`src/rtl/counter_pkg.sv`:
```
// Shared types and defaults for the parameterised up/down counter.
//   mode_e  : step behaviour at a terminal value (Rsvd behaves like Wrap)
//   state_e : RUN counts normally; DONE freezes until set or reset
package counter_pkg;

    localparam int unsigned DefaultWidth     = 8;
    localparam int unsigned DefaultPrescaleW = 4;

    typedef enum logic [1:0] {
        ModeWrap     = 2'b00,
        ModeSaturate = 2'b01,
        ModeOneshot  = 2'b10,
        ModeRsvd     = 2'b11
    } mode_e;

    typedef enum logic {
        StRun  = 1'b0,
        StDone = 1'b1
    } state_e;

endpackage

```
`src/rtl/param_updown_counter_if.sv`:
```
// Control and status bundle for param_updown_counter.
//   slave  : the counter side (controls in, count/flags out)
//   master : the driver side (controls out, count/flags in)
interface param_updown_counter_if
    import counter_pkg::*;
#(
    parameter int unsigned WIDTH      = DefaultWidth,
    parameter int unsigned PRESCALE_W = DefaultPrescaleW
);
    logic                  en_ctrl_in;
    logic                  set_ctrl_in;
    logic                  up_ctrl_in;
    logic [WIDTH-1:0]      counter_in;
    logic [WIDTH-1:0]      limit_in;
    logic [1:0]            mode_in;
    logic [PRESCALE_W-1:0] prescale_in;
    logic                  clr_flags_in;
    logic [WIDTH-1:0]      counter_out;
    logic                  ovf_out;
    logic                  udf_out;
    logic                  ovf_sticky_out;
    logic                  udf_sticky_out;
    logic                  tc_out;
    logic                  done_out;

    modport slave (
        input  en_ctrl_in, set_ctrl_in, up_ctrl_in, counter_in, limit_in, mode_in,
               prescale_in, clr_flags_in,
        output counter_out, ovf_out, udf_out, ovf_sticky_out, udf_sticky_out, tc_out,
               done_out
    );

    modport master (
        output en_ctrl_in, set_ctrl_in, up_ctrl_in, counter_in, limit_in, mode_in,
               prescale_in, clr_flags_in,
        input  counter_out, ovf_out, udf_out, ovf_sticky_out, udf_sticky_out, tc_out,
               done_out
    );

endinterface

```
`src/rtl/counter_prescaler.sv`:
```
// Step-rate divider: issues one tick every prescale+1 enabled cycles.
//   clk_in, nrst_in : clock, async active-low reset
//   en              : advance the divider this cycle
//   reload          : restart the divider from 0 (wins over en, no tick)
//   prescale        : divide ratio minus one
//   tick            : combinational, high in the cycle the step is taken
module counter_prescaler #(
    parameter int unsigned PRESCALE_W = 4
) (
    input  logic                  clk_in,
    input  logic                  nrst_in,
    input  logic                  en,
    input  logic                  reload,
    input  logic [PRESCALE_W-1:0] prescale,
    output logic                  tick
);

    logic [PRESCALE_W-1:0] cnt_q, cnt_d;

    always_comb begin
        cnt_d = cnt_q;
        tick  = 1'b0;
        if (reload) begin
            cnt_d = '0;
        end else if (en) begin
            if (cnt_q == prescale) begin
                tick  = 1'b1;
                cnt_d = '0;
            end else begin
                cnt_d = cnt_q + PRESCALE_W'(1);
            end
        end
    end

    always_ff @(posedge clk_in or negedge nrst_in) begin
        if (!nrst_in) begin
            cnt_q <= '0;
        end else begin
            cnt_q <= cnt_d;
        end
    end

endmodule

```
`src/rtl/param_updown_counter.sv`:
```
// Prescaled up/down counter with wrap, saturate and one-shot terminal behaviour.
//   clk_in  : clock, all state on rising edge
//   nrst_in : asynchronous active-low reset
//   bus     : control inputs (enable, load, direction, limit, mode, prescale, flag clear)
//             and status outputs (count, ovf/udf pulses and sticky flags, tc, done)
module param_updown_counter
    import counter_pkg::*;
#(
    parameter int unsigned WIDTH      = DefaultWidth,
    parameter int unsigned PRESCALE_W = DefaultPrescaleW
) (
    input  logic                   clk_in,
    input  logic                   nrst_in,
    param_updown_counter_if.slave  bus
);

    logic [WIDTH-1:0] count_q, count_d;
    state_e           state_q, state_d;
    logic             ovf_q, ovf_d, udf_q, udf_d;
    logic             ovf_sticky_q, ovf_sticky_d, udf_sticky_q, udf_sticky_d;
    logic             tick;
    mode_e            mode;

    assign mode = mode_e'(bus.mode_in);

    counter_prescaler #(
        .PRESCALE_W (PRESCALE_W)
    ) u_prescaler (
        .clk_in   (clk_in),
        .nrst_in  (nrst_in),
        .en       (bus.en_ctrl_in && (state_q == StRun)),
        .reload   (bus.set_ctrl_in),
        .prescale (bus.prescale_in),
        .tick     (tick)
    );

    always_comb begin
        count_d = count_q;
        state_d = state_q;
        ovf_d   = 1'b0;
        udf_d   = 1'b0;
        if (bus.set_ctrl_in) begin
            // Load is clamped so the count never starts above the terminal value.
            count_d = (bus.counter_in > bus.limit_in) ? bus.limit_in : bus.counter_in;
            state_d = StRun;
        end else if (tick) begin
            if (bus.up_ctrl_in) begin
                if (count_q >= bus.limit_in) begin
                    ovf_d = 1'b1;
                    case (mode)
                        ModeSaturate: count_d = count_q;
                        ModeOneshot:  state_d = StDone;
                        default:      count_d = '0;
                    endcase
                end else begin
                    count_d = count_q + WIDTH'(1);
                end
            end else begin
                if (count_q == '0) begin
                    udf_d = 1'b1;
                    case (mode)
                        ModeSaturate: count_d = count_q;
                        ModeOneshot:  state_d = StDone;
                        default:      count_d = bus.limit_in;
                    endcase
                end else begin
                    count_d = count_q - WIDTH'(1);
                end
            end
        end
        // A new pulse beats a simultaneous clear.
        ovf_sticky_d = ovf_d | (ovf_sticky_q & ~bus.clr_flags_in);
        udf_sticky_d = udf_d | (udf_sticky_q & ~bus.clr_flags_in);
    end

    always_ff @(posedge clk_in or negedge nrst_in) begin
        if (!nrst_in) begin
            count_q      <= '0;
            state_q      <= StRun;
            ovf_q        <= 1'b0;
            udf_q        <= 1'b0;
            ovf_sticky_q <= 1'b0;
            udf_sticky_q <= 1'b0;
        end else begin
            count_q      <= count_d;
            state_q      <= state_d;
            ovf_q        <= ovf_d;
            udf_q        <= udf_d;
            ovf_sticky_q <= ovf_sticky_d;
            udf_sticky_q <= udf_sticky_d;
        end
    end

    assign bus.counter_out    = count_q;
    assign bus.ovf_out        = ovf_q;
    assign bus.udf_out        = udf_q;
    assign bus.ovf_sticky_out = ovf_sticky_q;
    assign bus.udf_sticky_out = udf_sticky_q;
    assign bus.done_out       = (state_q == StDone);
    assign bus.tc_out         = bus.up_ctrl_in ? (count_q >= bus.limit_in) : (count_q == '0);

endmodule

```
`src/flat_wrapper.sv`:
```
// flat-port wrapper written by rule: the top's interface ports become plain ports
module param_updown_counter_flat import counter_pkg::*;
#(
    parameter int unsigned WIDTH      = DefaultWidth,
    parameter int unsigned PRESCALE_W = DefaultPrescaleW
)
  (clk_in, nrst_in, bus_en_ctrl_in, bus_set_ctrl_in, bus_up_ctrl_in, bus_counter_in, bus_limit_in, bus_mode_in, bus_prescale_in, bus_clr_flags_in, bus_counter_out, bus_ovf_out, bus_udf_out, bus_ovf_sticky_out, bus_udf_sticky_out, bus_tc_out, bus_done_out);
  param_updown_counter_if #(.WIDTH(WIDTH), .PRESCALE_W(PRESCALE_W)) bus_i ();
  input  logic clk_in;
  input  logic nrst_in;
  input wire logic [$bits(bus_i.en_ctrl_in)-1:0] bus_en_ctrl_in;
  input wire logic [$bits(bus_i.set_ctrl_in)-1:0] bus_set_ctrl_in;
  input wire logic [$bits(bus_i.up_ctrl_in)-1:0] bus_up_ctrl_in;
  input wire logic [$bits(bus_i.counter_in)-1:0] bus_counter_in;
  input wire logic [$bits(bus_i.limit_in)-1:0] bus_limit_in;
  input wire logic [$bits(bus_i.mode_in)-1:0] bus_mode_in;
  input wire logic [$bits(bus_i.prescale_in)-1:0] bus_prescale_in;
  input wire logic [$bits(bus_i.clr_flags_in)-1:0] bus_clr_flags_in;
  output wire logic [$bits(bus_i.counter_out)-1:0] bus_counter_out;
  output wire logic [$bits(bus_i.ovf_out)-1:0] bus_ovf_out;
  output wire logic [$bits(bus_i.udf_out)-1:0] bus_udf_out;
  output wire logic [$bits(bus_i.ovf_sticky_out)-1:0] bus_ovf_sticky_out;
  output wire logic [$bits(bus_i.udf_sticky_out)-1:0] bus_udf_sticky_out;
  output wire logic [$bits(bus_i.tc_out)-1:0] bus_tc_out;
  output wire logic [$bits(bus_i.done_out)-1:0] bus_done_out;
  assign bus_i.en_ctrl_in = bus_en_ctrl_in;
  assign bus_i.set_ctrl_in = bus_set_ctrl_in;
  assign bus_i.up_ctrl_in = bus_up_ctrl_in;
  assign bus_i.counter_in = bus_counter_in;
  assign bus_i.limit_in = bus_limit_in;
  assign bus_i.mode_in = bus_mode_in;
  assign bus_i.prescale_in = bus_prescale_in;
  assign bus_i.clr_flags_in = bus_clr_flags_in;
  assign bus_counter_out = bus_i.counter_out;
  assign bus_ovf_out = bus_i.ovf_out;
  assign bus_udf_out = bus_i.udf_out;
  assign bus_ovf_sticky_out = bus_i.ovf_sticky_out;
  assign bus_udf_sticky_out = bus_i.udf_sticky_out;
  assign bus_tc_out = bus_i.tc_out;
  assign bus_done_out = bus_i.done_out;
  param_updown_counter #(.WIDTH(WIDTH), .PRESCALE_W(PRESCALE_W)) u_core (.clk_in(clk_in), .nrst_in(nrst_in), .bus(bus_i));
endmodule
```
`config.mk`:
```
export PLATFORM = sky130hd
export DESIGN_NAME = param_updown_counter_flat
export DESIGN_NICKNAME = d
export VERILOG_FILES = /design/src/rtl/counter_pkg.sv /design/src/rtl/param_updown_counter_if.sv /design/src/rtl/counter_prescaler.sv /design/src/rtl/param_updown_counter.sv /design/src/flat_wrapper.sv
export SDC_FILE = /design/constraint.sdc
export NUM_CORES = 1
export LEC_CHECK = 0
export BUFFER_PORTS_ARGS = -buffer_cell sky130_fd_sc_hd__buf_4
export CORE_AREA = 2 2 46 80
export CTS_CLUSTER_SIZE = 8
export DETAILED_ROUTE_END_ITERATION = 8
export DIE_AREA = 0 0 48 82
export PLACE_DENSITY = 0.91
export SLEW_MARGIN = 10
export SYNTH_ARGS = -nofsm -noshare
export SYNTH_HDL_FRONTEND = slang
export SYNTH_SLANG_ARGS = --single-unit
```
`constraint.sdc`:
```
create_clock -name clk_in -period 6.15 [get_ports clk_in]
set_clock_uncertainty 0.15 [all_clocks]
set_input_delay 0.9225 -clock clk_in [delete_from_list [all_inputs] [get_ports clk_in]]
set_output_delay 0.9225 -clock clk_in [all_outputs]
set_load 0.03 [all_outputs]
```
### Word level (Yosys, flattened, before mapping)

Cells that the tools add are included.

* output and inout port bits: 14
* logic and storage cells: 61
* register bits after elaboration: 17
* input bits: 28

* mux-type cells: 29
* eq/ne operators: 6
* $lt $le $gt $ge: 2
* bitwise operators: 6
* reductions and logical operators: 8
* add/sub/neg operators: 3

Operators with widths (number)
* $mux W8: 8
* $mux W1: 18
* $mux W4: 3
* $add A8 B1 Y8 const B: 1
* $ge A8 B8 Y1: 1
* $gt A8 B8 Y1: 1
* $logic_not A8 Y1: 1
* $ne A4 B4 Y1 const B: 2
* $sub A8 B1 Y8 const B: 1
* $reduce_and A3 Y1: 2
* $add A4 B1 Y4 const B: 1
* $eq A4 B4 Y1: 1
* $reduce_bool A2 Y1: 2
* $ne A3 B2 Y1 const B: 1
* $reduce_bool A3 Y1: 1
* $and A1 B1 Y1: 2
* $eq A2 B1 Y1 const B: 1
* $eq A2 B2 Y1 const B: 1
* $not A1 Y1: 2
* $or A1 B1 Y1: 2
* $reduce_or A2 Y1: 1
* $logic_and A1 B1 Y1: 1

### Depth between registers and ports, before layout

Gate-level depths: netlist of the first run.

* word-level depth: 7
* mapped depth: 9
* mapped depth without buffers: 8

### By module

A second synthesis of the first run with hierarchy kept.

* cell total of the unflattened synthesis: 218
* area total of the unflattened synthesis: 1848.0 µm²

Modules (own cells, without submodules)
* param_updown_counter: times used 1, cells each 190, area each 1566.5 µm², seq. area each 325.3 µm²
* counter_prescaler: times used 1, cells each 28, area each 281.5 µm², seq. area each 100.1 µm²

### Least setup slack after synthesis of the first run

Ideal clock, no wire load.

* path kind: in2out
* start: input bus_limit_in[0]
* end: output bus_tc_out
* required time: 5077 ps
* stages on the path: 5
* buffers on the path: 0
* setup slack: 2746 ps
* arrival: 2332 ps
* cell sequence: ha_1 > nand2b_1 > a2111oi_1 > o31a_1 > mux2i_1

* longest elaborated chain between the ends: 2

Ends and longest elaborated chain
* start, declared: line flat_wrapper.sv:15 `input wire logic [$bits(bus_i.limit_in)-1:0] bus_limit_in;`
* $ge A8 B8 Y1: line param_updown_counter.sv:100 `assign bus.tc_out = bus.up_ctrl_in ? (count_q >= bus.limit_in) : (count_q == '0);`
* $mux W1: line param_updown_counter.sv:100
* end, declared: line flat_wrapper.sv:24 `output wire logic [$bits(bus_i.tc_out)-1:0] bus_tc_out;`

Every way passes these cells.

### Worst setup path in the final report of the first run

Same ends and word-level chain as after synthesis.

==> results of run 1 <==
==> worst paths after layout <==
check | depth (start not counted) | slack [ns] | start | end
worst max-delay path | 7 | 2.34 | bus_limit_in[0] | bus_tc_out
worst min register to register | 1 | 0.34 | u_core.bus.ovf_sticky_out | u_core.bus.ovf_sticky_out
worst max register to register | 8 | 2.61 | u_core.bus.counter_out[0] | u_core.bus.counter_out[2]
worst min-delay path | 1 | 0.34 | u_core.bus.ovf_sticky_out | u_core.bus.ovf_sticky_out
min in group asynchronous | 1 | 0.36 | nrst_in | u_core.u_prescaler.cnt_q[2]
max in group asynchronous | 1 | 5.30 | nrst_in | u_core.bus.counter_out[5]
==> cell usage in the layout (no fill, tap or decap), types with 3 or more instances in the layout <==
cell type,instances
sky130_fd_sc_hd__xnor2_1,6
sky130_fd_sc_hd__o21ai_0,9
sky130_fd_sc_hd__inv_1,16
sky130_fd_sc_hd__xor2_1,3
sky130_fd_sc_hd__nor3_1,6
sky130_fd_sc_hd__and3_1,3
sky130_fd_sc_hd__o211ai_1,3
sky130_fd_sc_hd__nand2_1,16
sky130_fd_sc_hd__a21boi_0,3
sky130_fd_sc_hd__nor2b_1,4
sky130_fd_sc_hd__dfrtp_1,17
sky130_fd_sc_hd__nor2_1,15
sky130_fd_sc_hd__a22o_1,6
sky130_fd_sc_hd__clkbuf_8,3
sky130_fd_sc_hd__buf_4,42
sky130_fd_sc_hd__a21oi_1,11
sky130_fd_sc_hd__a31oi_1,3
sky130_fd_sc_hd__nor4_1,3
sky130_fd_sc_hd__or4_1,4
sky130_fd_sc_hd__o31ai_1,3
sky130_fd_sc_hd__o21a_1,6
sky130_fd_sc_hd__mux2i_1,4
sky130_fd_sc_hd__nand4_1,7
sky130_fd_sc_hd__nand3_1,13
sky130_fd_sc_hd__ha_1,21
==> sequential cells by signal, indices dropped and copies added, names as in the netlist <==
name / flops
u_core.bus.ovf_out: 1
u_core.bus.done_out: 1
u_core.bus.ovf_sticky_out: 1
u_core.u_prescaler.cnt_q: 4
u_core.bus.udf_out: 1
u_core.bus.udf_sticky_out: 1
u_core.bus.counter_out: 8
==> cells by family after synthesis <==
group | count (synthesis) | synth area share (%)
AO/OA/AOI/OAI | 67 | 26.2
XOR/XNOR | 9 | 4.18
adder cells (fa/ha/maj) | 21 | 13.9
buffers and inverters | 24 | 5.71
flip-flops | 17 | 22.6
multiplexers | 6 | 3.32
AND/OR/NAND/NOR | 84 | 24.1
==> routing by layer <==
| metal | vias up | global-route usage (%) | wire length, um |
|---|---|---|---|
| met5 | - | 0 | 0 |
| met2 | 108 | 56.5 | 3050 |
| met3 | 27 | 1.32 | 294 |
| met4 | 0 | 18.1 | 269 |
| li1 | 952 | - | - |
| met1 | 964 | 34.9 | 1930 |
==> layout make-up <==
type | instances | area share (%)
Inverter | 16 | 2.66
Multi-Input combinational cell | 187 | 60.0
Timing Repair Buffer | 42 | 14.0
Clock buffer | 3 | 1.83
Tap cell | 45 | 2.50
Clock inverter | 1 | 0.222
Sequential cell | 17 | 18.9
==> synthesized netlist by cell type (2+ instances only) <==
cell / instances / area share [%]
sky130_fd_sc_hd__o21a_1: 6 / 2.4
sky130_fd_sc_hd__a21oi_1: 11 / 2.9
sky130_fd_sc_hd__ha_1: 21 / 14
sky130_fd_sc_hd__clkbuf_1: 4 / 0.80
sky130_fd_sc_hd__xor2_1: 3 / 1.4
sky130_fd_sc_hd__nor3_1: 6 / 1.6
sky130_fd_sc_hd__xnor2_1: 6 / 2.8
sky130_fd_sc_hd__nand2b_1: 2 / 0.66
sky130_fd_sc_hd__o21ai_0: 9 / 2.4
sky130_fd_sc_hd__o32ai_1: 2 / 0.93
sky130_fd_sc_hd__nand4_1: 7 / 2.3
sky130_fd_sc_hd__o31ai_1: 3 / 1.2
sky130_fd_sc_hd__mux2_2: 2 / 1.2
sky130_fd_sc_hd__a21o_1: 2 / 0.80
sky130_fd_sc_hd__nor2_1: 15 / 3.0
sky130_fd_sc_hd__nand2_1: 16 / 3.2
sky130_fd_sc_hd__o311ai_0: 2 / 0.93
sky130_fd_sc_hd__a31oi_1: 3 / 1.0
sky130_fd_sc_hd__a311o_1: 2 / 1.1
sky130_fd_sc_hd__buf_6: 2 / 1.2
sky130_fd_sc_hd__inv_1: 16 / 3.2
sky130_fd_sc_hd__and3_1: 3 / 1.0
sky130_fd_sc_hd__mux2i_1: 4 / 2.1
sky130_fd_sc_hd__or2_2: 2 / 0.66
sky130_fd_sc_hd__or4_1: 4 / 1.6
sky130_fd_sc_hd__buf_2: 2 / 0.53
sky130_fd_sc_hd__o31a_1: 2 / 0.93
sky130_fd_sc_hd__dfrtp_1: 17 / 23
sky130_fd_sc_hd__a21boi_0: 3 / 1.2
sky130_fd_sc_hd__o211ai_1: 3 / 1.2
sky130_fd_sc_hd__nand3_1: 13 / 3.5
sky130_fd_sc_hd__nor2b_1: 4 / 1.3
sky130_fd_sc_hd__a22o_1: 6 / 2.8
sky130_fd_sc_hd__nor4_1: 3 / 1.0
==> per-stage QoR <==
stage / area (um2) / power [uW]
6_report: 2260 / 589
5_1_grt: 2260 / 627
4_1_cts: 2260 / 580
3_5_place_dp: 2210 / 495
3_3_place_gp: 2210 / 486
2_1_floorplan: 1890 / 396
==> power groups by stage <==
stage	combinational [uW]	sequential (uW)	clock [uW]
2_1_floorplan	203	192	0
3_3_place_gp	302	184	0
3_5_place_dp	310	185	0
4_1_cts	312	184	84.1
5_1_grt	348	188	91.3
6_report	317	187	85.7
==> impl_metrics.json, run 1 <==
{
  "hpwlAfterDp_um": 4290,
  "timing.critical_path.from_type": "primary input",
  "path_clk_slew_ns": 0.07,
  "clock_power_share_pct": 14.5,
  "preCtsSetupSlack_ns": 2.33,
  "num-fill-cells": 271,
  "synthesis.area_um2": 1890,
  "layout_setup_ws_ns": 2.34,
  "first_pass_grt_wire_length_um": 9060,
  "power.share.sequential_pct": 31.7,
  "row_count": 28,
  "via_to_cell_ratio": 6.59,
  "cpPeakStageDelay_ns": 0.67,
  "post-place-cells": 307,
  "highest_net_fanout_along_the_worst_path": 5,
  "cts_htree_levels": 1,
  "maxSlewViolCount": 0,
  "comb_power_share_pct": 53.8,
  "critPathKind": "primary input to output port",
  "path_cells": "buf_4 -> ha_1 -> nand2b_1 -> a2111oi_1 -> o31a_1 -> mux2i_1 -> buf_4",
  "synthesis.nets": 277,
  "cts_tree": "done",
  "synth_enable_flop_cells": 0,
  "max_freq_mhz": 262,
  "synth.ff_latch_count": 17,
  "timing.final.crit_share_pct": 62.0,
  "power.switching_uw": 276,
  "clkLatencyLatePin_ns": 0.26,
  "arrival_ns": 2.74,
  "ys_warn_count": 0,
  "finalWirelength_um": 5540,
  "remaining_drc_errors": 0,
  "finalWorstPathRequiredPeriod_ns": 3.81,
  "start_util_pct": 56.7,
  "fin_hold_ws_ns": 0.335,
  "horiz_die_dim_um": 48,
  "cts_made_buffers": 3,
  "postCtsSetupBuffers": 0,
  "cts-resized-gates": 0,
  "groute.usage.overall_pct": 31.8,
  "power-per-cell-area_nw_per_um2": 261,
  "max-cap-violations": 0,
  "die_height_um": 82,
  "ffs_w_async_s_r_synth_pct": 100,
  "clockBufferDepth": 2,
  "rsz_0062_raised_after_global_routing": "false",
  "antenna_diode_count": 0,
  "layout-drive-gt1-share_pct": 21.8,
  "worst_pin_slew_ns": 0.946,
  "final-setup-viol-count": 0,
  "yosysSeqAreaShare_pct": 22.6,
  "power.ir.vdd_worst_uv": 111,
  "antenna_violations_before_repair": 0,
  "postSynthCellCount": 228,
  "total_leakage_power_uw": 0.00106,
  "number_of_global_route_vias_before_repair": 2030,
  "endpoint_kind": "output port",
  "vias": 2051,
  "critical_path.slowest_cell": "sky130_fd_sc_hd__a2111oi_1",
  "hp-class": "flip-flop to flip-flop",
  "clk_root_buffer_cell": "sky130_fd_sc_hd__clkbuf_8",
  "nets": 316,
  "maximum_number_of_pins_on_one_net_before_global_route_repair": 22,
  "cts.hold.buffers_added": 0,
  "grt.overflow.total": 0,
  "worstPathBufferInverterCount": 2,
  "post_drt_wl_per_cell_um": 17.8,
  "synthToLayoutAreaGrowth_pct": 19.6,
  "slew_headroom_pct": 36.9,
  "dominantRegCellSynth": "sky130_fd_sc_hd__dfrtp_1",
  "detailedRoute.firstPassIterationCount": 4,
  "cts_num_sinks": 17,
  "worst_path_dominant_cell_family": "compound AO/OA/AOI/OAI gates",
  "final_core_area_utilization_pct": 67.8,
  "gp_congestion": 0.909,
  "numPortBuffers": 41,
  "core_area_um2": 3330,
  "synth_area_per_cell_um2": 8.27,
  "post_layout_nonfiller_instances": 311,
  "pin_count": 42,
  "worst-endpoint-required_ns": 5.08,
  "finalSetupTns_ns": 0,
  "cellInternalPower_uw": 313,
  "multiInputGateArea_um2": 1350,
  "path_common_cell": "sky130_fd_sc_hd__buf_4",
  "seqCellArea_um2": 425,
  "hold_viol": 0,
  "outcome": "finished, final reports clean",
  "switching_share_of_power_pct": 46.8,
  "unique_masters_post_synth": 56,
  "antenna_left": 0,
  "detail_route.iter0.violations": 110,
  "area_of_the_die_um2": 3940
}
No activity file was read; power rests on OpenSTA's default activity.
==> run 2: changes to the inputs <==
--- a/config.mk
+++ b/config.mk
@@ -6,11 +6,11 @@
 export NUM_CORES = 1
 export LEC_CHECK = 0
 export BUFFER_PORTS_ARGS = -buffer_cell sky130_fd_sc_hd__buf_4
-export CORE_AREA = 2 2 46 80
+export CORE_AREA = 2 2 48 83
 export CTS_CLUSTER_SIZE = 8
 export DETAILED_ROUTE_END_ITERATION = 8
-export DIE_AREA = 0 0 48 82
-export PLACE_DENSITY = 0.91
+export DIE_AREA = 0 0 50 85
+export PLACE_DENSITY = 0.85
 export SLEW_MARGIN = 10
 export SYNTH_ARGS = -nofsm -noshare
 export SYNTH_HDL_FRONTEND = slang
==> constraint.sdc (replaced) <==
create_clock -name clk_in -period 3.81 [get_ports clk_in]
set_clock_uncertainty 0.15 [all_clocks]
set_input_delay 0.5715 -clock clk_in [delete_from_list [all_inputs] [get_ports clk_in]]
set_output_delay 0.5715 -clock clk_in [all_outputs]
set_load 0.03 [all_outputs]
==> impl_metrics.json, run 2 (synthesized netlist as in run 1, its figures left out) <==
{
  "post-place-cells": 312,
  "r2r-end": "u_core.bus.counter_out[5]",
  "hp-class": "primary input to asynchronous set/reset pin",
  "cts_tree": "done",
  "finalWorstPathRequiredPeriod_ns": 3.32,
  "layout-drive-gt1-share_pct": 22.6,
  "cpPeakStageDelay_ns": 0.85,
  "worst_pin_slew_ns": 1.04,
  "worst_path_dominant_cell_family": "compound AO/OA/AOI/OAI gates",
  "area_of_the_die_um2": 4250,
  "core_area_um2": 3590,
  "antenna_violations_before_repair": 0,
  "clockBufferDepth": 2,
  "cts-resized-gates": 0,
  "finalSetupTns_ns": 0,
  "highest_net_fanout_along_the_worst_path": 10,
  "seqCellArea_um2": 425,
  "maximum_number_of_pins_on_one_net_before_global_route_repair": 22,
  "clk_root_buffer_cell": "sky130_fd_sc_hd__clkbuf_8",
  "clkLatencyLatePin_ns": 0.25,
  "path_cells": "inv_1 -> ha_1 -> nand2b_1 -> a2111oi_1 -> buf_4 -> o311ai_1 -> o311ai_0 -> or4_1 -> a22o_1",
  "pin_count": 42,
  "hold_viol": 0,
  "timing.reg2reg.worst_path_depth": 9,
  "regToRegSetupSlack_ns": 0.49,
  "timing.rr.start": "u_core.bus.counter_out[0]",
  "most_common_library_cell_in_the_layout_ignoring_fill_and_taps": "sky130_fd_sc_hd__buf_4",
  "largest_register_ff_count": 8,
  "timing.critical_path.from_type": "flip-flop",
  "total_leakage_power_uw": 0.00108,
  "horiz_die_dim_um": 50,
  "critical_path.slowest_cell": "sky130_fd_sc_hd__o311ai_1",
  "antenna_diode_count": 0,
  "arrival_ns": 3.30,
  "cts.hold.buffers_added": 0,
  "power.ir.vdd_worst_uv": 234,
  "final-setup-viol-count": 0,
  "die_height_um": 85,
  "postCtsSetupBuffers": 0,
  "cts_htree_levels": 1,
  "via_to_cell_ratio": 6.45,
  "worstPathBufferInverterCount": 2,
  "multiInputGateArea_um2": 1350,
  "row_count": 29,
  "detailedRoute.firstPassIterationCount": 5,
  "timing.final.crit_share_pct": 87.1,
  "power-per-cell-area_nw_per_um2": 423,
  "slew_headroom_pct": 29.3,
  "outcome": "finished, final reports clean",
  "remaining_drc_errors": 0,
  "nets": 320,
  "start_util_pct": 52.5,
  "vias": 2038,
  "endpoint_kind": "flip-flop",
  "hpwlAfterDp_um": 4330,
  "rsz_0062_raised_after_global_routing": "false",
  "layout_common_cells": "sky130_fd_sc_hd__buf_4 (46), sky130_fd_sc_hd__ha_1 (21), sky130_fd_sc_hd__dfrtp_1 (17), sky130_fd_sc_hd__inv_1 (16), sky130_fd_sc_hd__nand2_1 (16)",
  "numPortBuffers": 41,
  "gp_congestion": 0.937,
  "path_clk_slew_ns": 0.06,
  "worst-endpoint-required_ns": 3.80,
  "grt.overflow.total": 0,
  "max_freq_mhz": 301,
  "maxSlewViolCount": 0,
  "detail_route.iter0.violations": 72,
  "cts_made_buffers": 3,
  "finalWirelength_um": 5390,
  "max-cap-violations": 0,
  "number_of_global_route_vias_before_repair": 2032,
  "cts_num_sinks": 17,
  "critPathKind": "flip-flop to flip-flop",
  "groute.usage.overall_pct": 26.7,
  "antenna_left": 0,
  "first_pass_grt_wire_length_um": 8980,
  "synthToLayoutAreaGrowth_pct": 21.2,
  "num-fill-cells": 299,
  "post_drt_wl_per_cell_um": 17.0,
  "post_layout_nonfiller_instances": 316
}
run 2: cell types whose count changed in the layout (fill, tap and decap cells not counted):
cell / change
sky130_fd_sc_hd__clkinv_2: -1
sky130_fd_sc_hd__clkbuf_1: +1
sky130_fd_sc_hd__buf_4: +4
run 2: metal layers:
| layer | global-route usage [%] | wire length, um |
|---|---|---|
| met1 | 28.2 | 1910 |
| met2 | 47.6 | 2900 |
| met3 | 1.94 | 288 |
| met4 | 19.9 | 293 |
| met5 | 0 | 0 |
run 2: cell type report:
| class | count | share of cell area [%] |
|---|---|---|
| inverters | 16 | 2.63 |
| multi-input cells | 187 | 59.2 |
| repair buffers | 46 | 15.1 |
| well taps | 46 | 2.52 |
| flip-flops and latches | 17 | 18.6 |
| clock buffers | 4 | 1.97 |
run 2: through the flow:
stage	setup WS [ns]	hold WS [ns]	power [uW]	cell area (um2)	util [%]
floorplan	0.767	0.126	638	1890	-
global placement	0.600	0.295	816	2240	62.4
detailed placement	0.523	0.301	828	2240	62.4
CTS	0.541	0.0311	961	2290	63.6
global route	0.263	0.0379	1030	2290	63.6
finish	0.490	0.0257	967	2290	63.6
run 2: worst max-delay path by stage:
stage,startpoint,to,slack [ns],cells past startpoint
finish,u_core.bus.counter_out[0],u_core.bus.counter_out[5],0.49,9
global route,u_core.bus.counter_out[0],u_core.bus.counter_out[5],0.26,9
CTS,u_core.bus.counter_out[0],bus_tc_out,0.54,8
detailed placement,bus_limit_in[7],u_core.bus.counter_out[5],0.52,8
global placement,bus_limit_in[7],u_core.bus.counter_out[5],0.60,8
floorplan,u_core.bus.counter_out[0],u_core.bus.counter_out[6],0.77,9
run 2: power breakdown:
| part | total [uW] | switching (uW) | internal, uW |
|---|---|---|---|
| Combinational | 570 | 328 | 242 |
| Sequential | 266 | 55.8 | 210 |
| Clock | 131 | 56.6 | 74.0 |
==> run 3: changes to the inputs <==
--- a/config.mk
+++ b/config.mk
@@ -6,10 +6,10 @@
 export NUM_CORES = 1
 export LEC_CHECK = 0
 export BUFFER_PORTS_ARGS = -buffer_cell sky130_fd_sc_hd__buf_4
-export CORE_AREA = 2 2 48 83
+export CORE_AREA = 3 3 49 84
 export CTS_CLUSTER_SIZE = 8
 export DETAILED_ROUTE_END_ITERATION = 8
-export DIE_AREA = 0 0 50 85
+export DIE_AREA = 0 0 52 87
 export PLACE_DENSITY = 0.85
 export SLEW_MARGIN = 10
 export SYNTH_ARGS = -nofsm -noshare
==> impl_metrics.json, run 3 (synthesized netlist as in run 1, its figures left out) <==
{
  "outcome": "finished, final reports clean",
  "core_area_um2": 3470,
  "synthToLayoutAreaGrowth_pct": 20.8,
  "critPathKind": "flip-flop to output port",
  "cts_tree": "done",
  "hp-class": "primary input to asynchronous set/reset pin",
  "numPortBuffers": 41,
  "num-fill-cells": 307,
  "clkLatencyLatePin_ns": 0.25,
  "slew_headroom_pct": 30.5,
  "rsz_0062_raised_after_global_routing": "false",
  "final-setup-viol-count": 0,
  "row_count": 28,
  "most_common_library_cell_in_the_layout_ignoring_fill_and_taps": "sky130_fd_sc_hd__buf_4",
  "first_pass_grt_wire_length_um": 8940,
  "postCtsSetupBuffers": 0,
  "number_of_global_route_vias_before_repair": 2060,
  "total_leakage_power_uw": 0.00107,
  "clock_power_share_pct": 13.9,
  "grt.overflow.total": 0,
  "worst_pin_slew_ns": 1.03,
  "cpPeakStageDelay_ns": 0.52,
  "pin_count": 42,
  "detail_route.iter0.violations": 84,
  "antenna_violations_before_repair": 0,
  "regToRegSetupSlack_ns": 0.54,
  "cts_num_sinks": 17,
  "finalSetupTns_ns": 0,
  "placedInstanceArea_um2": 2230,
  "timing.critical_path.from_type": "flip-flop",
  "power.switching_uw": 439,
  "post_drt_wl_per_cell_um": 16.9,
  "nets": 319,
  "hold_viol": 0,
  "antenna_left": 0,
  "max-cap-violations": 0,
  "layout-drive-gt1-share_pct": 22.3,
  "arrival_ns": 2.56,
  "timing.final.crit_share_pct": 86.1,
  "cts.hold.buffers_added": 0,
  "area_of_the_die_um2": 4520,
  "final_core_area_utilization_pct": 65.7,
  "endpoint_kind": "output port",
  "finalWirelength_um": 5300,
  "power.share.sequential_pct": 28.7,
  "design_area_um2": 2280,
  "remaining_drc_errors": 0,
  "power-per-cell-area_nw_per_um2": 422,
  "detailedRoute.firstPassIterationCount": 4,
  "groute.usage.overall_pct": 25.3,
  "finalWorstPathRequiredPeriod_ns": 3.28,
  "max_freq_mhz": 305,
  "comb_power_share_pct": 57.4,
  "path_clk_slew_ns": 0.07,
  "fin_hold_ws_ns": 0.0197,
  "worst-endpoint-required_ns": 3.09,
  "post_layout_nonfiller_instances": 314,
  "path_common_cell": "sky130_fd_sc_hd__buf_4",
  "horiz_die_dim_um": 52,
  "path_cells": "inv_1 -> ha_1 -> nand2b_1 -> a2111oi_1 -> buf_4 -> o31a_1 -> mux2i_1 -> buf_4",
  "layout_common_cells": "sky130_fd_sc_hd__buf_4 (45), sky130_fd_sc_hd__ha_1 (21), sky130_fd_sc_hd__dfrtp_1 (17), sky130_fd_sc_hd__inv_1 (16), sky130_fd_sc_hd__nand2_1 (16)",
  "antenna_diode_count": 0,
  "clockBufferDepth": 2,
  "die_height_um": 87,
  "via_to_cell_ratio": 6.34,
  "maxSlewViolCount": 0,
  "cts-resized-gates": 0,
  "cellInternalPower_uw": 522,
  "maximum_number_of_pins_on_one_net_before_global_route_repair": 22,
  "clk_root_buffer_cell": "sky130_fd_sc_hd__clkbuf_8",
  "start_util_pct": 54.4,
  "post-place-cells": 310,
  "highest_net_fanout_along_the_worst_path": 10,
  "cts_htree_levels": 1,
  "cts_made_buffers": 3,
  "vias": 1990,
  "largest_register_ff_count": 8,
  "hpwlAfterDp_um": 4220,
  "gp_congestion": 0.860,
  "power.ir.vdd_worst_uv": 190,
  "switching_share_of_power_pct": 45.7,
  "critical_path.slowest_cell": "sky130_fd_sc_hd__dfrtp_1"
}
[run 3: changes by cell type in the layout (fill, tap and decap cells not counted)]
cell                    previous run  this run
sky130_fd_sc_hd__buf_4            46        45
[run 3: worst max-delay path, delay by kind of cell (launching register included)]
kind / cells / cell delay, ns
flip-flops: 1 / 0.52
AND/OR/NAND/NOR: 1 / 0.14
multiplexers: 1 / 0.16
adder cells (fa/ha/maj): 1 / 0.31
buffers and inverters: 3 / 0.54
AO/OA/AOI/OAI: 2 / 0.64
[run 3: area by class of cell]
type	count	area, um2	share of cell area (%)
Multi-Input combinational cell	187	1350	59.4
Sequential cell	17	425	18.7
Timing Repair Buffer	45	338	14.8
Inverter	16	60.1	2.64
Tap cell	45	56.3	2.47
Clock buffer	4	45.0	1.98
[run 3: routing by layer]
| layer | up-vias | track usage [%] | routed length (um) |
|---|---|---|---|
| met5 | - | 0 | 0 |
| met4 | 0 | 11.9 | 150 |
| met3 | 17 | 2.06 | 237 |
| met2 | 72 | 49.4 | 2930 |
| met1 | 946 | 25.5 | 1990 |
| li1 | 955 | - | - |
[run 3: final timing paths]
check,start,end,cells past startpoint
worst max register to register,u_core.bus.counter_out[0],u_core.bus.counter_out[5],9
worst min-delay path,nrst_in,u_core.u_prescaler.cnt_q[2],1
worst min register to register,u_core.bus.udf_sticky_out,u_core.bus.udf_sticky_out,1
min in group clk_in,u_core.bus.udf_sticky_out,u_core.bus.udf_sticky_out,1
worst max-delay path,u_core.bus.counter_out[0],bus_tc_out,8
max in group asynchronous,nrst_in,u_core.bus.counter_out[7],1
[run 3: metrics by stage]
stage	setup WS, ns	power (uW)
after floorplan	0.767	638
after global placement	0.642	807
after detailed placement	0.539	818
after CTS	0.544	956
after global routing	0.183	1020
final	0.529	961
[run 3: power groups by stage]
stage,clock (uW),combinational (uW),sequential [uW]
floorplan,0,328,310
global placement,0,534,274
detailed placement,0,543,275
CTS,136,547,273
global route,147,596,281
finish,134,552,275
